## src/rtl/ycbcr_to_rgb.sv

```systemverilog
// YCbCr (10-bit, signed chroma) to RGB converter: 3-stage pipeline with valid/ready backpressure.
// Define YCBCR_CLAMP_EN to saturate each channel to 0..1023 and report clip_out; otherwise channels wrap.
module ycbcr_to_rgb (
    input  logic       clk_in,
    input  logic       rst_in,
    input  logic [9:0] y_in,
    input  logic [9:0] cr_in,
    input  logic [9:0] cb_in,
    input  logic       valid_in,
    output logic       ready_out,
    output logic [9:0] r_out,
    output logic [9:0] g_out,
    output logic [9:0] b_out,
    output logic       clip_out,
    output logic       valid_out,
    input  logic       ready_in
);

    localparam logic signed [23:0] K_R_CR = 24'sd1437;  // 0x59D
    localparam logic signed [23:0] K_G_CB = 24'sd352;   // 0x160
    localparam logic signed [23:0] K_G_CR = 24'sd731;   // 0x2DB
    localparam logic signed [23:0] K_B_CB = 24'sd1816;  // 0x718
    localparam logic signed [23:0] ROUND  = 24'sd512;

    logic               advance;
    logic signed [23:0] cr_ext;
    logic signed [23:0] cb_ext;

    logic               v1;
    logic signed [23:0] s1_y;
    logic signed [23:0] s1_r_cr;
    logic signed [23:0] s1_g_cb;
    logic signed [23:0] s1_g_cr;
    logic signed [23:0] s1_b_cb;

    logic               v2;
    logic signed [23:0] s2_r;
    logic signed [23:0] s2_g;
    logic signed [23:0] s2_b;

    logic [9:0]         r_nxt;
    logic [9:0]         g_nxt;
    logic [9:0]         b_nxt;
    logic               clip_nxt;
    logic               unused_low;

    // The whole pipeline moves as one unit; it only stalls when the output is held.
    assign advance   = !valid_out || ready_in;
    assign ready_out = advance;

    assign cr_ext = {{14{cr_in[9]}}, cr_in};
    assign cb_ext = {{14{cb_in[9]}}, cb_in};

    always_ff @(posedge clk_in) begin
        if (rst_in) begin
            v1      <= 1'b0;
            s1_y    <= '0;
            s1_r_cr <= '0;
            s1_g_cb <= '0;
            s1_g_cr <= '0;
            s1_b_cb <= '0;
        end else if (advance) begin
            v1 <= valid_in;
            if (valid_in) begin
                s1_y    <= {4'b0000, y_in, 10'b0000000000};
                s1_r_cr <= cr_ext * K_R_CR;
                s1_g_cb <= cb_ext * K_G_CB;
                s1_g_cr <= cr_ext * K_G_CR;
                s1_b_cb <= cb_ext * K_B_CB;
            end
        end
    end

    always_ff @(posedge clk_in) begin
        if (rst_in) begin
            v2   <= 1'b0;
            s2_r <= '0;
            s2_g <= '0;
            s2_b <= '0;
        end else if (advance) begin
            v2 <= v1;
            if (v1) begin
                s2_r <= s1_y + s1_r_cr + ROUND;
                s2_g <= s1_y - s1_g_cb - s1_g_cr + ROUND;
                s2_b <= s1_y + s1_b_cb + ROUND;
            end
        end
    end

    // Rounding bits below the binary point are consumed by the +512 and then dropped.
    assign unused_low = ^{s2_r[9:0], s2_g[9:0], s2_b[9:0]};

`ifdef YCBCR_CLAMP_EN
    logic clip_r;
    logic clip_g;
    logic clip_b;

    // v is the sum after the >>10 shift, as a 14-bit signed value.
    function automatic logic [10:0] saturate(input logic [13:0] v);
        if (v[13])
            saturate = {1'b1, 10'd0};
        else if (|v[12:10])
            saturate = {1'b1, 10'd1023};
        else
            saturate = {1'b0, v[9:0]};
    endfunction

    assign {clip_r, r_nxt} = saturate(s2_r[23:10]);
    assign {clip_g, g_nxt} = saturate(s2_g[23:10]);
    assign {clip_b, b_nxt} = saturate(s2_b[23:10]);
    assign clip_nxt        = clip_r | clip_g | clip_b;
`else
    logic unused_high;

    assign r_nxt       = s2_r[19:10];
    assign g_nxt       = s2_g[19:10];
    assign b_nxt       = s2_b[19:10];
    assign clip_nxt    = 1'b0;
    assign unused_high = ^{s2_r[23:20], s2_g[23:20], s2_b[23:20]};
`endif

    always_ff @(posedge clk_in) begin
        if (rst_in) begin
            valid_out <= 1'b0;
            r_out     <= '0;
            g_out     <= '0;
            b_out     <= '0;
            clip_out  <= 1'b0;
        end else if (advance) begin
            valid_out <= v2;
            if (v2) begin
                r_out    <= r_nxt;
                g_out    <= g_nxt;
                b_out    <= b_nxt;
                clip_out <= clip_nxt;
            end
        end
    end

endmodule

```

## config.mk

```make
export PLATFORM = sky130hd
export DESIGN_NAME = ycbcr_to_rgb
export DESIGN_NICKNAME = d
export VERILOG_FILES = /design/src/rtl/ycbcr_to_rgb.sv
export SDC_FILE = /design/constraint.sdc
export NUM_CORES = 1
export LEC_CHECK = 0
export ABC_AREA = 1
export CORE_UTILIZATION = 57
export DETAILED_ROUTE_END_ITERATION = 8
export GPL_TIMING_DRIVEN = 0
export PLACE_DENSITY = 0.79
export SYNTH_ARGS = -nofsm -noshare
export SYNTH_HDL_FRONTEND = slang
export SYNTH_SLANG_ARGS = --single-unit
```

## constraint.sdc

```tcl
create_clock -name clk_in -period 5.1 [get_ports clk_in]
set_input_delay 1.275 -clock clk_in [delete_from_list [all_inputs] [get_ports clk_in]]
set_output_delay 1.275 -clock clk_in [all_outputs]
set_load 0.005 [all_outputs]
```

# --- Yosys cells after proc, flatten, opt, wreduce, memory -nomap -nowiden ---
# Cells that the tools add are included.
classes:
  n_addsub: 7
  reduce_logical: 5
  bitwise_logic: 0
  muxes: 0
  eq_ne: 0
  shift: 0
  mul: 4
  order_cmp: 0
  n_div: 0
op_table:
  columns: ["operator", "n"]
  rows:
  - ["$add A20 B11 Y20 const B", 3]
  - ["$add A20 B20 Y20", 2]
  - ["$sub A20 B20 Y20", 2]
  - ["$mul A10 B11 Y20 const B", 1]
  - ["$mul A10 B12 Y20 const B", 1]
  - ["$mul A10 B9 Y17 const B", 1]
  - ["$mul A10 B5 Y15 const B", 1]
  - ["$reduce_and A2 Y1", 3]
  - ["$logic_not A1 Y1", 1]
  - ["$logic_or A1 B1 Y1", 1]
word_totals:
  romBits: 0
  latch_bits: 0
  elab_cells: 30
  ramBits: 0
  n_memories: 0
  regBits: 175
  out_inout_bits: 33

# --- Logic depth before layout (Yosys ltp) ---
depth:
  ltp_word: 3
  ltp_mapped: 22

# --- Worst setup path after synthesis ---
# No wires, ideal clock.
synth_path:
  path_kind: "input port to flip-flop"
  from: "input cr_in[7]"
  to: "register s1_r_cr[17]"
  t_arrival_ns: 5.002
  path_slack_ns: -0.011
  path_stages: 20
  setup_time_ns: 0.109
  required_time_ns: 4.991
  path_cell_list: "fa_1 fa_1 inv_1 fa_1 inv_1 fa_1 inv_1 fa_1 inv_1 ha_1 nand2_1 inv_1 nand2_1 nand2_1 a21oi_1 nand2_1 nand2_1 nand3_1 nand2_1 inv_1"
synth_between:
  elab_chain_len: 1
synth_lines:
  columns: ["item", "line", "text"]
  rows:
  - ["start: declaration", "7", "input logic [9:0] cr_in,"]
  - ["$mul A10 B12 Y20", "66", "s1_r_cr <= cr_ext * K_R_CR;"]
  - ["end signal: assignment", "66", null]
  - ["end: declaration", "31", "logic signed [23:0] s1_r_cr;"]
# Every way passes these cells.
# A chain may end at the register's enable or synchronous reset.

# --- Final worst setup path ---
layout_path:
  from: "input cr_in[8]"
  to: "register s1_r_cr[17]"
# The elaborated chain is that of the path after synthesis.

==> impl_results.md <==
* I/O Pins at 67
* Synth unique cells at around 40
* RSZ-0062 raised after global routing: true
* Core box area at ~0.023 mm^2
* I/O Buffers at 64
* Fill cells at just over 2,000
* CP Data Arrival Time at 5280 ps
* F_max at 202 MHz
* Worst path bufs/invs at 7
* Min Tclk post-route at about 5000 ps
* Fin Setup TNS at 0 ps
* Grt ovf at 0
* Hold Startpoint: s1_b_cb[3]
* Clock sinks at 130
* Ys flop type: dfxtp_1
* Initial antenna violation count at 1
* Crit. End Element: register
* Worst-Skew Late Latency at around 430 ps
* Sequential power share at 0.172
* Clock transition at path regs at about 60 ps
* Maximum vdd drop at ~0.31 mV
* Die Ht at 157 um
* Syn-to-layout area delta at 13.3%
* Buffers from clock root to sink, at most at 2
* Clk root buf: clkbuf_16
* Seq/Total Area, Yosys at 0.191
* CP dominant cell by count: inv_1
* Max cap viols at 0
* Die area at ~0.025 mm^2
* Final hold viol count at 0
* Most common cell after layout, fill and taps aside: inv_1
* Initial DRC Count at around 850
* CP max stage delay at 540 ps
* Max FO, Critical Path at 8
* Crit Path Category: in2reg
* Worst R2R Path Depth at 11
* Switching power at between 3 and 4 mW
* Hold_buf cts at 0
* Post-synth EDFFs at 0
* Max-slew violations at 0
* Crit-path cells: buf_2 -> fa_2 -> fa_1 -> inv_1 -> fa_1 -> inv_1 -> fa_1 -> inv_1 -> fa_1 -> inv_1 -> ha_4 -> nand2_4 -> inv_1 -> nand2_1 -> nand2_1 -> a21oi_2 -> nand2_1 -> nand2_1 -> nand3_1 -> nand2_1 -> inv_1
* Multi-input gate area in the final layout at ~0.0095 mm^2
* Ratio of cells with drive above 1 in the final layout at 0.0613
* Comb pwr share at 0.672
* Reg2reg start: s1_y[10]
* CP top delay family: adder cells
* Vias at between 10,000 and 15,000
* Leak at approximately 8.5 nW
* Final core utilization at 0.658
* Sw Ratio at 0.499
* Post-synthesis register bit count at 130
* DR vias/cell at ~5.2
* Initial core utilization at 0.581
* Mapped Cells at 1,906
* Cell-internal power at around 3.7 mW
* Slew HR at 0.483
* Gr usage total at 0.294
* Worst path required time at approximately 5400 ps
* Clock Skew at a little over 8 ps
* Yosys warns at 0
* Total CTS buffers at 17
* PD cells at 481 mW/mm^2
* Final Setup Violations at 0
* Synthesized Nets at 2,246
* Worst Hold Path Cells at 2
* CTS tree: built
* Hold Path End: s1_b_cb[3]
* Routed len/inst at roughly 15 um
* Fin nets at roughly 2,300
* Syn Area/Cell at 7.15 um^2
* Number of remaining DRC errors at 0
* HPWL reported at the end of detailed placement at about 28,000 um
* Antenna viol nets, final at 0
* Largest net degree at the start of global routing at 17
* Number of global-route vias before repair at approximately 11,000
* Post-Route WL at around 35,000 um
* First-pass GRT wire length at roughly 56,000 um
* Most frequent cells in the layout: inv_1 (410), nand2_1 (293), nor2_1 (232)
* Number of cells on the critical path at 21
* Worst slew pin tran at a little under 800 ps
* Slowest CP cell: fa_1
* Width of the die at 157 um
* Outcome: finished, final reports clean
* Startpoint Class: primary input
* FF-to-FF End: s2_g[15]
* Htree depth at 4
* R2R Setup Slk at roughly 2700 ps
* First-pass DRT Iterations at 6
* Row count at between 50 and 60
* FF/Latch Area at between 0.002 and 0.003 mm^2
* Worst min-delay path class: reg2reg
* Share of power burned in the clock network at 0.157
* Period utilization at 0.972
* Post-Syn Area at ~0.014 mm^2
* Async set or reset register ratio after synthesis at 0
* Gpl congestion at 1.01
## power by group through the flow
stage	combinational (mW)	clock (mW)	sequential, mW
final	4.99	1.17	1.28
after global routing	5.63	1.22	1.29
after CTS	4.71	1.17	1.27
after detailed placement	4.57	0	1.29
after global placement	4.48	0	1.29
after floorplan	3.50	0	1.26
## flip-flops by register name, summed over array words and instances (netlist names)
register and count:
s1_g_cb 12, s1_b_cb 14, s1_y 10, s1_r_cr 12, s1_g_cr 19, b_out 10, s2_r 10, valid_out 1
v1 1, v2 1, s2_g 10, g_out 10, r_out 10, s2_b 10
## synth_stat cells (2+ instances only)
library cell	number	area (um^2)
a31oi_1	5	31.3
nor4_1	6	37.5
nand3b_1	5	37.5
a21oi_1	121	606
or2_1	3	18.8
xor2_1	25	219
fa_1	94	1880
o211ai_1	12	90.1
nor3_1	3	15.0
buf_2	11	55.1
inv_4	2	12.5
o21bai_1	6	45.0
ha_1	212	2650
nand3_2	2	20.0
o21ai_1	2	10.0
o21ai_2	2	17.5
buf_4	8	60.1
and2_1	3	18.8
nand3_1	118	591
nand2_2	7	43.8
nor2_1	235	882
xnor2_1	14	123
buf_6	3	33.8
dfxtp_1	130	2600
a21o_1	7	52.6
nand2_1	298	1120
nand4_1	6	37.5
o21a_1	2	15.0
clkbuf_1	18	67.6
inv_1	412	1550
or2_2	4	25.0
o21ai_0	121	606
## layer usage
metal  wire, um  vias up  global-route usage
li1           -     6166                   -
met1      15900     5579               0.377
met2      16600      292               0.516
met3       1560       54              0.0346
met4        833        0              0.0882
met5          0        -                   0
## worst register-to-register path: stages (launching register included)
cell	delay, ps
dfxtp_1	500
fa_1	450
ha_1	400
a21oi_1	250
and2_1	180
nand3_2	140
nand2_1	110
nand2_1	50
nand2_1	50
nand3_1	60
nand2_1	70
inv_1	30
## cell families after synthesis
logic type / count (synthesis) / synth area share
buffers and inverters: 456 / 0.131
AO/OA/AOI/OAI: 280 / 0.109
AND/OR/NAND/NOR: 694 / 0.211
XOR/XNOR: 39 / 0.0251
other: 1 / 0.000275
adder cells (fa/ha/maj): 306 / 0.333
flip-flops: 130 / 0.191
## cell type report
type,instances,share of cell area
flip-flops and latches,130,0.168
well taps,319,0.0258
clock inverters,15,0.00899
multi-input cells,1320,0.612
plain buffers,41,0.0143
clock buffers,17,0.0275
inverters,415,0.101
diodes,1,0.000162
repair buffers,68,0.0413
## timing repair
| action | CTS | global route |
|---|---|---|
| gates resized for setup | 48 | 43 |
| pin swaps | 2 | 16 |
| setup buffers | 1 | 3 |
| endpoints found under the setup margin | 23 | 23 |
## worst max path at each step
stage	startpoint	to
global route	cr_in[2]	s1_r_cr[15]
global placement	cr_in[8]	s1_r_cr[18]
CTS	cr_in[1]	s1_g_cr[19]
floorplan	cr_in[7]	s1_r_cr[18]
finish	cr_in[8]	s1_r_cr[17]
detailed placement	cr_in[8]	s1_r_cr[18]
## through the flow
step | setup WS (ps) | hold WS (ps) | total power [mW] | area, um^2 | cells
CTS | 25.0 | 473 | 7.16 | 15300 | 2322
global route | -61.8 | 491 | 8.14 | 15400 | 2325
global placement | -1010 | 447 | 5.77 | 14700 | 2289
finish | 142 | 472 | 7.44 | 15400 | 2326
detailed placement | -1080 | 465 | 5.86 | 14700 | 2289
floorplan | 14.6 | 433 | 4.77 | 13600 | 1906
No activity file was read; power rests on OpenSTA's default activity.
